File: src/rtl/csa_word_sequencer_pkg.sv
// csa_word_sequencer_pkg: shared FSM state encoding and nibble width for the serial adder.
package csa_word_sequencer_pkg;
  localparam int NIBBLE_W = 4;
  typedef enum logic [1:0] {IDLE, RUN, DONE} state_t;
endpackage

File: src/rtl/csa_word_sequencer_csa4.sv
// csa_word_sequencer_csa4: combinational 4-bit carry-select slice, both carry cases precomputed.
module csa_word_sequencer_csa4
  import csa_word_sequencer_pkg::*;
(
  input  logic [NIBBLE_W-1:0] a,
  input  logic [NIBBLE_W-1:0] b,
  input  logic                c,
  output logic [NIBBLE_W-1:0] s,
  output logic                co,
  output logic                c3
);
  logic [NIBBLE_W:0]   s0, s1;
  logic [NIBBLE_W-1:0] l0, l1;
  assign s0 = {1'b0, a} + {1'b0, b};
  assign s1 = {1'b0, a} + {1'b0, b} + {{NIBBLE_W{1'b0}}, 1'b1};
  // c3 is the carry into the slice MSB, needed for signed overflow on the top nibble
  assign l0 = {1'b0, a[NIBBLE_W-2:0]} + {1'b0, b[NIBBLE_W-2:0]};
  assign l1 = {1'b0, a[NIBBLE_W-2:0]} + {1'b0, b[NIBBLE_W-2:0]} + {{(NIBBLE_W-1){1'b0}}, 1'b1};
  assign {co, s} = c ? s1 : s0;
  assign c3 = c ? l1[NIBBLE_W-1] : l0[NIBBLE_W-1];
endmodule

File: src/rtl/csa_word_sequencer.sv
// csa_word_sequencer: nibble-serial add/subtract through one shared carry-select slice.
module csa_word_sequencer
  import csa_word_sequencer_pkg::*;
#(
  parameter int WIDTH = 16
) (
  input  logic             clk,
  input  logic             rst,
  input  logic             in_valid,
  output logic             in_ready,
  input  logic [WIDTH-1:0] a,
  input  logic [WIDTH-1:0] b,
  input  logic             cin,
  input  logic             sub,
  output logic             out_valid,
  input  logic             out_ready,
  output logic [WIDTH-1:0] sum,
  output logic             cout,
  output logic             ovf
);
  localparam int NIBBLES = WIDTH / NIBBLE_W;
  localparam int CW = NIBBLES > 1 ? $clog2(NIBBLES) : 1;
  localparam logic [CW-1:0] LAST = CW'(NIBBLES - 1);
  state_t state, nxt;
  logic [CW-1:0] cnt;
  logic [WIDTH-1:0] op_a, op_b;
  logic carry, nc, n3;
  logic [NIBBLE_W-1:0] ns;
  logic accept;
  assign accept = in_valid && in_ready;
  csa_word_sequencer_csa4 csa4 (
    .a (op_a[cnt*NIBBLE_W +: NIBBLE_W]),
    .b (op_b[cnt*NIBBLE_W +: NIBBLE_W]),
    .c (carry),
    .s (ns),
    .co(nc),
    .c3(n3)
  );
  always_ff @(posedge clk or posedge rst)
    if (rst) state <= IDLE;
    else state <= nxt;
  always_comb
    nxt = state == IDLE ? (accept ? RUN : IDLE) :
          state == RUN  ? (cnt == LAST ? DONE : RUN) :
                          (out_ready ? IDLE : DONE);
  always_comb begin
    in_ready  = state == IDLE && !rst;
    out_valid = state == DONE;
  end
  always_ff @(posedge clk or posedge rst)
    if (rst) begin
      op_a  <= '0;
      op_b  <= '0;
      carry <= 1'b0;
      cnt   <= '0;
      sum   <= '0;
      cout  <= 1'b0;
      ovf   <= 1'b0;
    end else if (state == IDLE && accept) begin
      op_a  <= a;
      op_b  <= b ^ {WIDTH{sub}};
      carry <= sub | cin;
      cnt   <= '0;
    end else if (state == RUN) begin
      sum[cnt*NIBBLE_W +: NIBBLE_W] <= ns;
      carry <= nc;
      if (cnt == LAST) begin
        cout <= nc;
        ovf  <= nc ^ n3;
      end else cnt <= cnt + 1'b1;
    end
endmodule

File: config.mk
export PLATFORM = sky130hd
export DESIGN_NAME = csa_word_sequencer
export DESIGN_NICKNAME = d
export VERILOG_FILES = /design/src/rtl/csa_word_sequencer_pkg.sv /design/src/rtl/csa_word_sequencer_csa4.sv /design/src/rtl/csa_word_sequencer.sv
export SDC_FILE = /design/constraint.sdc
export NUM_CORES = 1
export LEC_CHECK = 0
export CAP_MARGIN = 20
export CORE_MARGIN = 10
export CORE_UTILIZATION = 38
export CTS_CLUSTER_SIZE = 20
export DETAILED_ROUTE_END_ITERATION = 8
export MAX_ROUTING_LAYER = met4
export SYNTH_ARGS = -nofsm -noshare
export SYNTH_HDL_FRONTEND = slang
export SYNTH_SLANG_ARGS = --single-unit
File: constraint.sdc
create_clock -name clk -period 3.7 [get_ports clk]
set_clock_uncertainty 0.1 [all_clocks]
set_input_delay 0.37 -clock clk [delete_from_list [all_inputs] [get_ports clk]]
set_output_delay 0.37 -clock clk [all_outputs]
set_load 0.02 [all_outputs]
==> flow_metrics.py, run 1 <==
metrics = {
    "status": {
        "run_status": "completed",
    },
    "finish": {
        "final_common_cell": "clkdlybuf4s50_1",
        "final_cell_mix": "57 x clkdlybuf4s50_1, 54 x dfrtp_1, 29 x nand2_1, 23 x nor2_1, 21 x xnor2_1",
        "nets": 362,
        "drive_gt1_share_pct": 12.8,
        "num_antenna_cells": 0,
        "final_util_pct": 49.7,
        "syn_to_final_growth_pct": 28.4,
    },
    "setup_path": {
        "worstPathArrival_ns": 3.54,
        "crit_chain": "mux4_2 -> ha_1 -> inv_1 -> fa_1 -> inv_1 -> ha_1 -> nand2_1 -> a2111oi_1 -> a32o_2 -> nor3_1 -> o31ai_1",
        "worst_r2r_path_depth": 11,
        "crit_type": "flip-flop to flip-flop",
        "cp_max_fo": 8,
        "max_stage_delay_ns": 0.54,
        "timing.critical_path.required_ns": 3.81,
        "crit_path_top_delay_cell": "mux4_2",
        "cp-end-kind": "flip-flop",
        "startpoint_type": "flip-flop",
    },
    "synth": {
        "synth_top_area_share_pct": 49.3,
        "ys.flop_type": "dfrtp_1",
        "async_reset_ff_share_pct": 100,
        "netlist_instances": 256,
        "yosysSeqAreaShare_pct": 49.3,
        "ys_warn_count": 0,
        "synth_seq_cells": 55,
        "synth_nets": 306,
        "synth_cell_types": 36,
        "syn_area_um2": 2790,
        "synth_top_area_cell": "dfrtp_1",
        "avgSynthCellArea_um2": 10.9,
        "synthTopCellsByArea": "dfrtp_1 49%, xnor2_1 6.6%, mux4_2 6.4%",
        "synth-edff-count": 0,
    },
    "global_route": {
        "grt_first_pass_wirelength_mm": 10.4,
        "grt_pass1_vias": 2145,
        "grt_use_total_pct": 11.5,
        "grt_max_degree": 37,
        "antenna_found_initial": 0,
        "grt_overflow": 0,
    },
    "timing": {
        "slew_headroom_pct": 40.1,
        "period_needed_ns": 3.43,
        "report.final.setup_viol": 0,
        "finalHoldViolCount": 0,
        "setup-tns-final_ns": 0,
        "maxSlewViolCount": 0,
        "timing.final.crit_share_pct": 92.7,
        "fmax_mhz": 292,
        "rsz0062_at_grt": "no",
        "tightest_slew_ns": 0.896,
    },
    "placement": {
        "io_buffers": 57,
        "dp_hpwl_mm": 4.87,
        "gp_congestion": 0.875,
    },
    "floorplanning": {
        "die-height_um": 106,
        "pin_count": 58,
        "die_w_um": 106,
        "rows": 31,
        "start_util_pct": 38.7,
        "coreArea_um2": 7210,
        "die-area_um2": 11200,
    },
    "clocking": {
        "clock_sinks": 55,
        "cts_buffer_depth": 2,
        "cts_tree": "done",
        "numCtsBuffers": 5,
        "clkLatencyLatePin_ns": 0.32,
        "cts_hold_buf": 0,
        "clkTransAtPathRegs_ns": 0.10,
        "cts_htree_levels": 2,
        "ctsRootBufferMaster": "clkbuf_8",
        "post-cts-setup-buffers": 0,
    },
    "run": {
        "cap_violations": 0,
    },
    "route": {
        "vias_per_cell": 4.92,
        "vias": 2029,
        "first_pass_iters": 4,
        "drt-total-wl_mm": 6.19,
        "postRouteAntennaNets": 0,
        "drtIter0Drc": 36,
        "drt-wirelength-per-cell_um": 15.0,
        "drc": 0,
    },
    "power_and_ir_drop": {
        "max-vdd-ir-drop_uv": 490,
        "leakagePower_nw": 1.47,
        "power.density_nw_per_um2": 1020,
    },
    "worst_hold_path": {
        "hold_path.class": "flip-flop to flip-flop",
        "holdPathStages": 2,
    },
}
## flip-flops by register name (all words and copies together), names as in the netlist
register and flops:
op_a 16, op_b 16, sum 16, cnt 2, state 2, carry 1, cout 1, ovf 1
## layer usage
layer / global-route usage, % / routed length, µm / vias to the layer above
met1: 14.0 / 2920 / 977
met2: 17.8 / 2870 / 54
met5: - / 0 / -
met3: 3.65 / 331 / 5
met4: 3.38 / 68 / 0
li1: - / - / 993
## synthesized netlist by cell type, drive strengths merged (5+ instances only)
cell / instances
ha: 11
buf: 7
inv: 11
dfrtp: 55
o31ai: 6
mux2: 16
a21oi: 20
clkbuf: 5
mux4: 8
xnor2: 21
nand2: 29
nor2: 23
o21ai: 15
## metrics by stage
stage / worst slack, ns / cells / total power [mW] / cell area (µm²) / hold slack [ns]
after floorplan: 0.497 / 256 / 2.62 / 2790 / 0.353
after global placement: 0.453 / 404 / 3.21 / 3470 / 0.362
after detailed placement: 0.228 / 404 / 3.27 / 3470 / 0.368
after CTS: 0.186 / 412 / 3.70 / 3590 / 0.390
after global routing: 0.132 / 412 / 3.98 / 3590 / 0.417
final: 0.271 / 412 / 3.67 / 3590 / 0.382
## kinds of logic (layout without fill, tap and decap cells)
logic type | after synthesis | in the layout | synth area share (%)
xor+xnor | 24 | 24 | 7.79
simple gates | 70 | 70 | 11.0
compound gates | 48 | 48 | 10.1
fa+ha+maj | 12 | 12 | 5.64
flops | 55 | 55 | 49.3
mux | 24 | 24 | 12.9
buf+inv | 23 | 80 | 3.31
## timing repair
action                     4_1_cts  5_1_grt
gates resized for setup          0        1
setup endpoints to repair        0        1
hold endpoints to repair         0        0
## power by group
group	internal [mW]	leakage (nW)	switching [mW]
Sequential	0.871	0.671	0.188
Clock	0.219	0.0612	0.200
Combinational	0.952	0.734	1.24
## final timing paths
path                        start       to  slack [ns]
setup / recovery           cnt[0]    carry        0.27
hold / removal             sum[9]   sum[9]        0.38
setup reg to reg           cnt[0]    carry        0.27
hold reg to reg            sum[9]   sum[9]        0.38
max in group asynchronous     rst   sum[3]        2.36
min in group asynchronous     rst  op_a[7]        0.39
## worst max-delay path, delay by kind of cell, from the launching register on
kind	cells	cell delay, ns
AOI/OAI and AO/OA	3	0.97
adders and majority gates	3	0.85
muxes	1	0.54
DFF	1	0.51
and+or+nand+nor	2	0.19
buffers and inverters	2	0.17
## area by class of cell
| class | count | area [µm²] |
|---|---|---|
| fill | 700 | 3630 |
| sequential | 55 | 1380 |
| multi-input combinational | 178 | 1330 |
| timing repair buffer | 61 | 601 |
| tap | 99 | 124 |
| clock buffer | 6 | 82.6 |
| inverter | 11 | 41.3 |
| clock inverter | 2 | 35.0 |
No activity file was read; power rests on OpenSTA's default activity.
==> run 2: changes to the inputs <==
--- a/config.mk
+++ b/config.mk
@@ -6,7 +6,6 @@
 export NUM_CORES = 1
 export LEC_CHECK = 0
 export CAP_MARGIN = 20
-export CORE_MARGIN = 10
 export CORE_UTILIZATION = 38
 export CTS_CLUSTER_SIZE = 20
 export DETAILED_ROUTE_END_ITERATION = 8
==> run 2 against run 1 <==
Effect of this change:
- global-route usage is 5.2 points higher
- count of clock-buffer cells in the layout is 1 higher
- sequential power hardly changed
- worst setup slack better by 0.039 ns
- routed wire length is 10% lower
- cell area is 0.52% lower
- worst hold slack better by 0.0015 ns
- maximum frequency is 1.2% higher
- critical path depth stayed put
- register-to-register slack better by 0.04 ns
- die area is 31% lower
- critical endpoint is now ovf
==> flow_metrics.py, run 2 (synthesis results as in run 1) <==
metrics = {
    "status": {
        "run_status": "completed",
    },
    "route": {
        "drtIter0Drc": 66,
        "postRouteAntennaNets": 0,
        "vias_per_cell": 4.84,
        "drc": 0,
        "vias": 1981,
        "drt-wirelength-per-cell_um": 13.6,
        "wl_met3_um": 209,
        "dr_wl_met2_mm": 2.50,
        "wl_met1_mm": 2.78,
        "drt-total-wl_mm": 5.55,
        "highest_layer": "met4",
        "first_pass_iters": 4,
    },
    "worst_hold_path": {
        "hp-start": "sum[13]",
        "hold_path.class": "flip-flop to flip-flop",
    },
    "timing": {
        "setup-tns-final_ns": 0,
        "fmax_mhz": 295,
        "period_needed_ns": 3.39,
        "timing.final.crit_share_pct": 91.6,
        "maxSlewViolCount": 0,
        "rsz0062_at_grt": "no",
        "finalHoldViolCount": 0,
        "slew_headroom_pct": 40.8,
        "report.final.setup_viol": 0,
        "tightest_slew_ns": 0.885,
    },
    "power_and_ir_drop": {
        "clockPowerShare_pct": 10.1,
        "max-vdd-ir-drop_uv": 395,
        "p_sw_mw": 1.60,
        "power.density_nw_per_um2": 1010,
        "netSwitchingFraction_pct": 44.5,
        "p_seq_share_pct": 29.3,
        "combinationalPowerShare_pct": 60.5,
        "internal_power_mw": 1.99,
        "p_total_mw": 3.59,
        "leakagePower_nw": 1.46,
    },
    "finish": {
        "largestRegisters": "op_a (16), op_b (16), sum (16)",
        "fin_area_um2": 3570,
        "syn_to_final_growth_pct": 27.7,
        "drive_gt1_share_pct": 12.5,
        "nets": 362,
        "num_antenna_cells": 0,
        "final_cell_mix": "57 x clkdlybuf4s50_1, 55 x dfrtp_1, 29 x nand2_1, 23 x nor2_1, 21 x xnor2_1",
        "fill_cells": 630,
        "final_common_cell": "clkdlybuf4s50_1",
    },
    "floorplanning": {
        "die_w_um": 87.7,
        "die-height_um": 87.7,
        "coreArea_um2": 6940,
        "start_util_pct": 40.2,
        "die-area_um2": 7700,
        "pin_count": 58,
        "rows": 30,
    },
    "placement": {
        "placed_cell_area_um2": 3460,
        "gp_congestion": 0.852,
        "dp_hpwl_mm": 4.27,
        "io_buffers": 57,
    },
    "global_route": {
        "grt_max_degree": 32,
        "grt_first_pass_wirelength_mm": 9.54,
        "antenna_found_initial": 0,
        "grt_pass1_vias": 1950,
        "grt_overflow": 0,
        "grt_use_total_pct": 16.7,
    },
    "clocking": {
        "clkTransAtPathRegs_ns": 0.10,
        "cts_htree_levels": 2,
        "clkLatencyLatePin_ns": 0.30,
        "numCtsBuffers": 5,
        "cts_tree": "done",
        "clock_sinks": 55,
        "cts_hold_buf": 0,
        "cts_resized": 0,
        "post-cts-setup-buffers": 0,
        "ctsRootBufferMaster": "clkbuf_8",
        "cts_buffer_depth": 2,
    },
    "setup_path": {
        "timing.rr.start": "cnt[0]",
        "timing.critical_path.required_ns": 3.84,
        "startpoint_type": "flip-flop",
        "crit_start": "cnt[0]",
        "worstPathArrival_ns": 3.53,
        "cp-end-kind": "flip-flop",
        "cp_max_fo": 8,
        "crit_type": "flip-flop to flip-flop",
    },
    "run": {
        "cap_violations": 0,
    },
}
-- run 2: cell types whose count changed in the layout (fill, tap and decap cells not counted) --
| cell | delta |
|---|---|
| clkinv_2 | -1 |
| clkinvlp_4 | +1 |
| clkbuf_8 | +1 |
| dfrtp_1 | +1 |
| bufinv_16 | -1 |
| dfrtp_2 | -1 |
-- run 2: worst max-delay path: stages, from the launching register on --
cell       delay [ns]
dfrtp_1          0.60
mux4_2           0.56
ha_1             0.24
inv_1            0.08
fa_1             0.45
inv_1            0.08
ha_1             0.14
nand2_1          0.13
o21ai_0          0.22
nand4bb_1        0.21
or4_1            0.43
nand3_1          0.09
-- run 2: cell type report --
cell class	count	area, µm²	area share, %
Clock buffer	7	96.3	2.70
Clock inverter	1	7.51	0.210
Inverter	11	41.3	1.16
Multi-Input combinational cell	178	1330	37.2
Sequential cell	55	1380	38.6
Tap cell	96	120	3.37
Timing Repair Buffer	61	601	16.8
-- run 2: path summary, 6_finish.rpt --
kind	to	slack, ns	cells past startpoint
max	ovf	0.31	11
min	sum[13]	0.38	2
max reg2reg	ovf	0.31	11
min reg2reg	sum[13]	0.38	2
max in group asynchronous	op_b[7]	2.32	3
min in group asynchronous	op_a[1]	0.40	2
-- run 2: routing by layer --
| layer | vias up | global-route usage (%) |
|---|---|---|
| met1 | 936 | 23.6 |
| met4 | 0 | 5.22 |
| li1 | 987 | - |
| met5 | - | - |
| met3 | 6 | 2.83 |
| met2 | 52 | 24.5 |
-- run 2: metrics by stage --
stage               utilization, %  cells  setup slack [ns]  hold WS (ns)
global route                  51.4    409            0.0193         0.409
detailed placement            49.9    401             0.324         0.366
global placement              49.9    401             0.450         0.364
floorplan                        -    256             0.497         0.353
CTS                           51.4    409             0.300         0.388
finish                        51.4    409             0.310         0.383
-- run 2: power by group through the flow --
stage / clock network [mW] / registers [mW] / logic [mW]
after floorplan: 0 / 1.07 / 1.55
after global placement: 0 / 1.07 / 2.14
after detailed placement: 0 / 1.07 / 2.18
after CTS: 0.376 / 1.06 / 2.20
after global routing: 0.398 / 1.09 / 2.41
final: 0.364 / 1.05 / 2.17
